### config.mk
export PLATFORM = sky130hd
export DESIGN_NAME = serial_subtractor_flat
export DESIGN_NICKNAME = d
export VERILOG_FILES = /design/src/rtl/serial_subtractor_if.sv /design/src/rtl/serial_subtractor.sv /design/src/flat_wrapper.sv
export SDC_FILE = /design/constraint.sdc
export NUM_CORES = 1
export LEC_CHECK = 0
export CORE_ASPECT_RATIO = 1.2
export CORE_MARGIN = 2
export CORE_UTILIZATION = 52
export DETAILED_ROUTE_END_ITERATION = 6
export PLACE_DENSITY = 0.82
export SYNTH_ARGS = -nofsm -noshare
export SYNTH_HDL_FRONTEND = slang
export SYNTH_SLANG_ARGS = --single-unit
### constraint.sdc
create_clock -name clk -period 2.53 [get_ports clk]
set_clock_uncertainty 0.15 [all_clocks]
set_input_delay 0.3795 -clock clk [delete_from_list [all_inputs] [get_ports clk]]
set_output_delay 0.3795 -clock clk [all_outputs]
set_load 0.01 [all_outputs]
### src/rtl/serial_subtractor_if.sv
// serial_subtractor_if: operand/result bundle for serial_subtractor; ovf exists only with SERIAL_SUBTRACTOR_OVF_EN.
interface serial_subtractor_if #(parameter int WIDTH = 8);
  logic start;
  logic [WIDTH-1:0] a;
  logic [WIDTH-1:0] b;
  logic busy;
  logic done;
  logic [WIDTH-1:0] diff;
  logic borrow;
  logic diff_bit;
  logic diff_bit_valid;
`ifdef SERIAL_SUBTRACTOR_OVF_EN
  logic ovf;
  modport master(output start, a, b, input busy, done, diff, borrow, diff_bit, diff_bit_valid, ovf);
  modport slave(input start, a, b, output busy, done, diff, borrow, diff_bit, diff_bit_valid, ovf);
`else
  modport master(output start, a, b, input busy, done, diff, borrow, diff_bit, diff_bit_valid);
  modport slave(input start, a, b, output busy, done, diff, borrow, diff_bit, diff_bit_valid);
`endif
endinterface

### src/rtl/serial_subtractor.sv
// serial_subtractor: bit-serial unsigned a - b, LSB first; SERIAL_SUBTRACTOR_OVF_EN adds signed-overflow output ovf.
module serial_subtractor #(
  parameter int WIDTH = 8
) (
  input logic clk,
  input logic rst,
  serial_subtractor_if.slave bus
);
  localparam int CW = WIDTH > 1 ? $clog2(WIDTH) : 1;
  localparam logic [1:0] IDLE = 2'd0, BUSY = 2'd1, DONE = 2'd2;
  logic [1:0] state;
  logic [WIDTH-1:0] sa, sb, res;
  logic [CW-1:0] cnt;
  logic br, d, bout, last;
  assign d = sa[0] ^ sb[0] ^ br;
  assign bout = (~sa[0] & sb[0]) | (~(sa[0] ^ sb[0]) & br);
  assign last = cnt == CW'(WIDTH - 1);
`ifdef SERIAL_SUBTRACTOR_OVF_EN
  logic am, bm, ovf_r;
  always_ff @(posedge clk) begin
    if (rst) begin
      am <= 1'b0;
      bm <= 1'b0;
      ovf_r <= 1'b0;
    end else if (state == IDLE && bus.start) begin
      am <= bus.a[WIDTH-1];
      bm <= bus.b[WIDTH-1];
    end else if (state == BUSY && last) begin
      ovf_r <= (am != bm) && (d != am);
    end
  end
  assign bus.ovf = ovf_r;
`endif
  always_ff @(posedge clk) begin
    if (rst) begin
      state <= IDLE;
      sa <= '0;
      sb <= '0;
      res <= '0;
      cnt <= '0;
      br <= 1'b0;
    end else if (state == IDLE && bus.start) begin
      sa <= bus.a;
      sb <= bus.b;
      cnt <= '0;
      br <= 1'b0;
      state <= BUSY;
    end else if (state == BUSY) begin
      res <= WIDTH'({d, res} >> 1);
      sa <= sa >> 1;
      sb <= sb >> 1;
      br <= bout;
      cnt <= cnt + 1'b1;
      state <= last ? DONE : BUSY;
    end else begin
      state <= IDLE;
    end
  end
  assign bus.busy = state == BUSY;
  assign bus.done = state == DONE;
  assign bus.diff = res;
  assign bus.borrow = br;
  assign bus.diff_bit = (state == BUSY) & d;
  assign bus.diff_bit_valid = state == BUSY;
endmodule

### src/flat_wrapper.sv
// flat-port wrapper written by rule: the top's interface ports become plain ports
module serial_subtractor_flat 
#(
  parameter int WIDTH = 8
)
  (clk, rst, bus_start, bus_a, bus_b, bus_busy, bus_done, bus_diff, bus_borrow, bus_diff_bit, bus_diff_bit_valid);
  serial_subtractor_if #(.WIDTH(WIDTH)) bus_i ();
  input logic clk;
  input logic rst;
  input wire logic [$bits(bus_i.start)-1:0] bus_start;
  input wire logic [$bits(bus_i.a)-1:0] bus_a;
  input wire logic [$bits(bus_i.b)-1:0] bus_b;
  output wire logic [$bits(bus_i.busy)-1:0] bus_busy;
  output wire logic [$bits(bus_i.done)-1:0] bus_done;
  output wire logic [$bits(bus_i.diff)-1:0] bus_diff;
  output wire logic [$bits(bus_i.borrow)-1:0] bus_borrow;
  output wire logic [$bits(bus_i.diff_bit)-1:0] bus_diff_bit;
  output wire logic [$bits(bus_i.diff_bit_valid)-1:0] bus_diff_bit_valid;
  assign bus_i.start = bus_start;
  assign bus_i.a = bus_a;
  assign bus_i.b = bus_b;
  assign bus_busy = bus_i.busy;
  assign bus_done = bus_i.done;
  assign bus_diff = bus_i.diff;
  assign bus_borrow = bus_i.borrow;
  assign bus_diff_bit = bus_i.diff_bit;
  assign bus_diff_bit_valid = bus_i.diff_bit_valid;
  serial_subtractor #(.WIDTH(WIDTH)) u_core (.clk(clk), .rst(rst), .bus(bus_i));
endmodule
==> results.toml, run 1 <==
[logic_synthesis]
async_reset_ff_share_pct = 0
synthSimpleGateAreaFrac_pct = 21.33
synthCells = 153
synth_warnings = 0
yosysSeqAreaShare_pct = 43.76
synth_top_family_by_area = "simple AND/OR/NAND/NOR gates"
synth_commonest_cells = "dfxtp_1, nand2_1, a21oi_1, nor2_1"
syn_nets = 175
synth_area_leaders = "dfxtp_1, a21oi_1, nand2_1"
synth.cell_area_um2 = 1373
synth_top_area_share_pct = 43.76
synth-main-ff-cell = "dfxtp_1"
synth_area_leader_cell = "dfxtp_1"
avgSynthCellArea_um2 = 8.971
synth_xor_area_share_pct = 0.6381
synth_adder_area_share_pct = 3.282
muxShareOfSynthArea_pct = 1.459
synth_edf_count = 0
ys_seq_elements = 30
synth-compound-area-share_pct = 19.87
synthDistinctLibCells = 29

[sta]
slew_viol_final = 0
timing.hold.ws_ns = 0.3136
setup_viol = 0
clock.fmax_ghz = 0.4137
slew_headroom_pct = 56.46
finalSetupTns_ns = 0
fin_crit_ns = 2.417
hold_viol_final = 0
worst_slew_pin_slew_ns = 0.6524
fin_crit_sh_pct = 95.55
rsz0062_at_grt = "no"

[floorplanning]
start_util_pct = 54.31
die_x_um = 50.90
ios = 32
rows = 20
dieArea_um2 = 3068
die_y_um = 60.28
coreArea_um2 = 2527

[outcome]
status = "complete, no violations"

[critical_path]
critPathArrivalTime_ns = 1.89
cp_common_cell = "inv_1"
crit_type = "reg -> out"
crit_family = "buffers and inverters"
crit_path_top_delay_cell = "fa_1"
slowest_delay_ns = 0.54
crit_buf_inv = 3
crit_fanout = 2
startpoint_type = "flip-flop"
critical_path_required_ns = 2.00
critical_path.cell_chain = "inv_1 > fa_1 > nand2_1 > inv_1 > clkdlybuf4s50_1"
worstSetupEndpointType = "primary output"

[pwr]
totalPowerFinal_uw = 938.5
ir_worst_vdd_mv = 0.3455
power_density_nw_per_um2 = 556.5
leakagePower_uw = 0.0006164

[global_routing]
gr-usage-met3_pct = 5.250
antenna_found_initial = 0
top_usage_layer = "met2"
gr-usage-met1_pct = 19.47
grt_pass1_vias = 1034
grt_max_degree = 31
grt_pass1_wl_mm = 4.278
groute.usage.overall_pct = 18.69
overflow = 0
grt_use_met2_pct = 34.69

[clocking]
clock_latency_ns = 0.32
holdBufCountCts = 0
cts.sinks = 30
cts_tree = "yes"
clk_pin_slew_ns = 0.09
cts.path.max_buffers = 2
cts_resized = 0
cts_buffers = 5
post_cts_buffers = 0
htree_levels = 2
ctsRootBufferMaster = "clkbuf_4"

[place]
post_dp_cell_area_um2 = 1642
numPortBuffers = 31
place_hpwl_mm = 1.731
gp_congestion = 0.6775

[route]
dr.first_iter.drc_count = 26
vias_per_cell = 5.231
vias = 1130
ant_nets = 0
routedWlPerCell_um = 11.64
drt-total-wl_mm = 2.515
first_pass_iters = 4
drc = 0

[job]
cap_violations = 0

[final_layout]
finish.instance_area_um2 = 1687
area_delta_synth_final_pct = 22.88
finalNetCount = 205
n_antenna_cell = 0
final_layout_size_suffix_gt1_share_pct = 12.57

[worst_hold_path]
hold_class = "reg -> reg"
[tightest hold or removal path: stages (launching register included)]
cell,delay [ns]
dfxtp_1,0.31
nand2_1,0.05
a21oi_1,0.05
[layer usage]
metal / part of all wire, % / up-vias
li1: - / 578
met3: 4.8 / 4
met5: 0 / -
met4: 0.68 / 0
met1: 44 / 520
met2: 50 / 28
[area by class of cell]
class / count / area [um^2]
inverters: 4 / 20.02
fillers: 215 / 840.8
flip-flops and latches: 30 / 600.6
multi-input cells: 107 / 639.4
clock buffers: 7 / 45.04
well taps: 33 / 41.29
repair buffers: 35 / 340.3
[cell families (layout without fill, tap and decap cells)]
| kind of cell | Yosys count | in the layout |
|---|---|---|
| xor+xnor | 1 | 1 |
| compound gates | 39 | 39 |
| simple gates | 62 | 62 |
| flops | 30 | 30 |
| fa+ha+maj | 3 | 3 |
| buf+inv | 16 | 46 |
| mux | 2 | 2 |
[report_power, final]
| group | leakage (uW) | internal [uW] | switching, uW |
|---|---|---|---|
| clock network | 0.0000254 | 105 | 147 |
| logic | 0.000345 | 84.9 | 84.7 |
| registers | 0.000246 | 500 | 17.2 |
| total | 0.000616 | 690 | 249 |
[stage by stage]
stage,setup WS (ns),instances,util [%]
6_report,0.1127,216,66.73
5_1_grt,0.01208,216,66.73
4_1_cts,0.08627,216,66.73
3_5_place_dp,0.4228,209,64.95
3_3_place_gp,0.4628,209,64.95
2_1_floorplan,0.9563,153,-
[final timing paths]
check                           from  depth (start not counted)  slack [ns]            endpoint
setup / recovery        u_core.sb[0]                          5        0.11        bus_diff_bit
hold / removal    u_core.bus.diff[0]                          2        0.31  u_core.bus.diff[0]
setup reg to reg     u_core.state[1]                          4        0.88        u_core.sb[1]
hold reg to reg   u_core.bus.diff[0]                          2        0.31  u_core.bus.diff[0]
[placed cells by master (no fill, tap or decap), types with 2 or more instances in the layout]
cell              n
or2b_1            2
nor3_1            5
nand2_1          30
or3b_2            2
a21oi_1          24
buf_4             4
clkbuf_4          5
inv_1             3
clkbuf_1          2
nor2_1           15
dfxtp_1          30
mux2i_1           2
nand3_1           2
a211oi_1          6
clkdlybuf4s50_1  31
a211oi_2          6
ha_1              2
[flip-flops by register name, summed over array words and instances, names as in the netlist]
| signal | count |
|---|---|
| u_core.sa | 8 |
| u_core.cnt | 3 |
| u_core.sb | 8 |
| u_core.state | 2 |
| u_core.bus.borrow | 1 |
| u_core.bus.diff | 8 |
Power figures use the tool's default switching activity.
==> run 2: changes to the inputs <==
- GPL_TIMING_DRIVEN: not set -> 0
==> results.toml, run 2 (synthesized netlist as in run 1, its figures left out) <==
[sta]
clock.fmax_ghz = 0.4170
slew_headroom_pct = 61.84
timing.hold.ws_ns = 0.2777
slew_viol_final = 0
fin_crit_ns = 2.398
setup_viol = 0
worst_slew_pin_slew_ns = 0.5724
fin_crit_sh_pct = 94.80
hold_viol_final = 0
rsz0062_at_grt = "no"
finalSetupTns_ns = 0

[floorplanning]
ios = 32
coreArea_um2 = 2527
die_y_um = 60.28
die_x_um = 50.90
start_util_pct = 54.31
dieArea_um2 = 3068
rows = 20

[route]
dr.first_iter.drc_count = 41
first_pass_iters = 4
ant_nets = 0
drt-total-wl_mm = 2.828
vias_per_cell = 5.295
routedWlPerCell_um = 12.63
vias = 1186
drc = 0

[pwr]
switching_share_pct = 26.92
p_int_uw = 735.9
pwr-share-comb_pct = 19.1
power_density_nw_per_um2 = 565.9
p_switching_uw = 271.0
pwr-share-clk_pct = 29.4
pwr-share-seq_pct = 51.5
ir_worst_vdd_mv = 0.5746
leakagePower_uw = 0.0006789

[critical_path]
crit_type = "reg -> out"
slowest_delay_ns = 0.51
startpoint_type = "flip-flop"
crit_path_top_delay_cell = "clkdlybuf4s50_1"
crit_family = "buffers and inverters"
r2r_slack_ns = 0.96
crit_fanout = 11
crit_buf_inv = 5
critical_path.cell_chain = "nand2b_1 > buf_6 > inv_6 > buf_6 > buf_4 > clkdlybuf4s50_1"
regToRegStartpoint = "u_core.state[1]"
worstSetupEndpointType = "primary output"
critPathLaunch = "u_core.state[1]"
critical_path_required_ns = 2.00
cp_common_cell = "buf_6"
critPathArrivalTime_ns = 1.87

[global_routing]
grt_max_degree = 12
grt_pass1_vias = 1131
antenna_found_initial = 0
grt_pass1_wl_mm = 4.864
groute.usage.overall_pct = 21.76
overflow = 0

[final_layout]
layout_commonest_cell = "nand2_1"
ff_latch_area_um2 = 603.1
final_layout_size_suffix_gt1_share_pct = 16.75
area_delta_synth_final_pct = 29.63
n_antenna_cell = 0
final_cell_mix = "nand2_1, clkdlybuf4s50_1, dfxtp_1"
postLayoutCoreUtil_pct = 70.40
finalNetCount = 212
multi_input_area_um2 = 639.4
fill_cells = 225

[clocking]
ctsRootBufferMaster = "clkbuf_4"
htree_levels = 2
clock_latency_ns = 0.33
holdBufCountCts = 0
post_cts_buffers = 0
cts.sinks = 30
cts_buffers = 5
cts.path.max_buffers = 2
cts_tree = "yes"
clk_pin_slew_ns = 0.09

[outcome]
status = "complete, no violations"

[place]
numPortBuffers = 30
gp_congestion = 0.7104
place_hpwl_mm = 2.047

[job]
cap_violations = 0

[worst_hold_path]
hp-start = "rst"
hold_class = "in -> reg"
[run 2: cell types whose count changed in the layout (fill, tap and decap cells not counted), moves of 2 or more]
cell	change
clkbuf_1	+2
dfxtp_2	+2
buf_8	+2
buf_6	+5
buf_4	-2
clkdlybuf4s50_1	-2
dfxtp_1	-2
[run 2: power by group through the flow]
stage	logic (uW)	clock network (uW)	registers [uW]
6_report	192	296	519
5_1_grt	211	331	522
4_1_cts	194	309	519
3_5_place_dp	192	0	529
3_3_place_gp	185	0	527
2_1_floorplan	126	0	526
[run 2: layout make-up]
type / count / share of cell area, %
multi-input combinational: 107 / 35.94
sequential: 30 / 33.90
timing repair buffer: 30 / 17.02
buffer: 12 / 6.329
clock buffer: 7 / 3.094
tap: 33 / 2.321
inverter: 4 / 1.125
clock inverter: 1 / 0.2813
[run 2: layer usage]
layer  wire [um]  track usage [%]  vias to the layer above  share of wire [%]
met5           0                0                        -                  0
met4          91            9.653                        0                3.2
met3         177            8.750                       11                6.3
met2        1457            38.78                       37                 52
met1        1102            22.31                      542                 39
li1            -                -                      596                  -
[run 2: worst paths after layout]
path                                           end  depth (start not counted)
worst min-delay path               u_core.state[0]                          2
worst max register to register        u_core.sb[2]                          4
worst min register to register        u_core.sa[1]                          2
worst max-delay path            bus_diff_bit_valid                          6
[run 2: stage by stage]
step | std cells | setup slack [ns] | total power [uW] | area, um^2
after CTS | 224 | 0.03289 | 1022 | 1775
final | 224 | 0.1317 | 1007 | 1779
after global placement | 216 | 0.3958 | 712.3 | 1714
after detailed placement | 216 | 0.3610 | 721.3 | 1714
after floorplan | 153 | 0.9563 | 652.7 | 1373
after global routing | 224 | 0.01644 | 1064 | 1779
[run 2: repair_timing]
item,CTS,global route
hold endpoints to repair,0,0
gates resized for setup,1,2
endpoints found under the setup margin,2,2
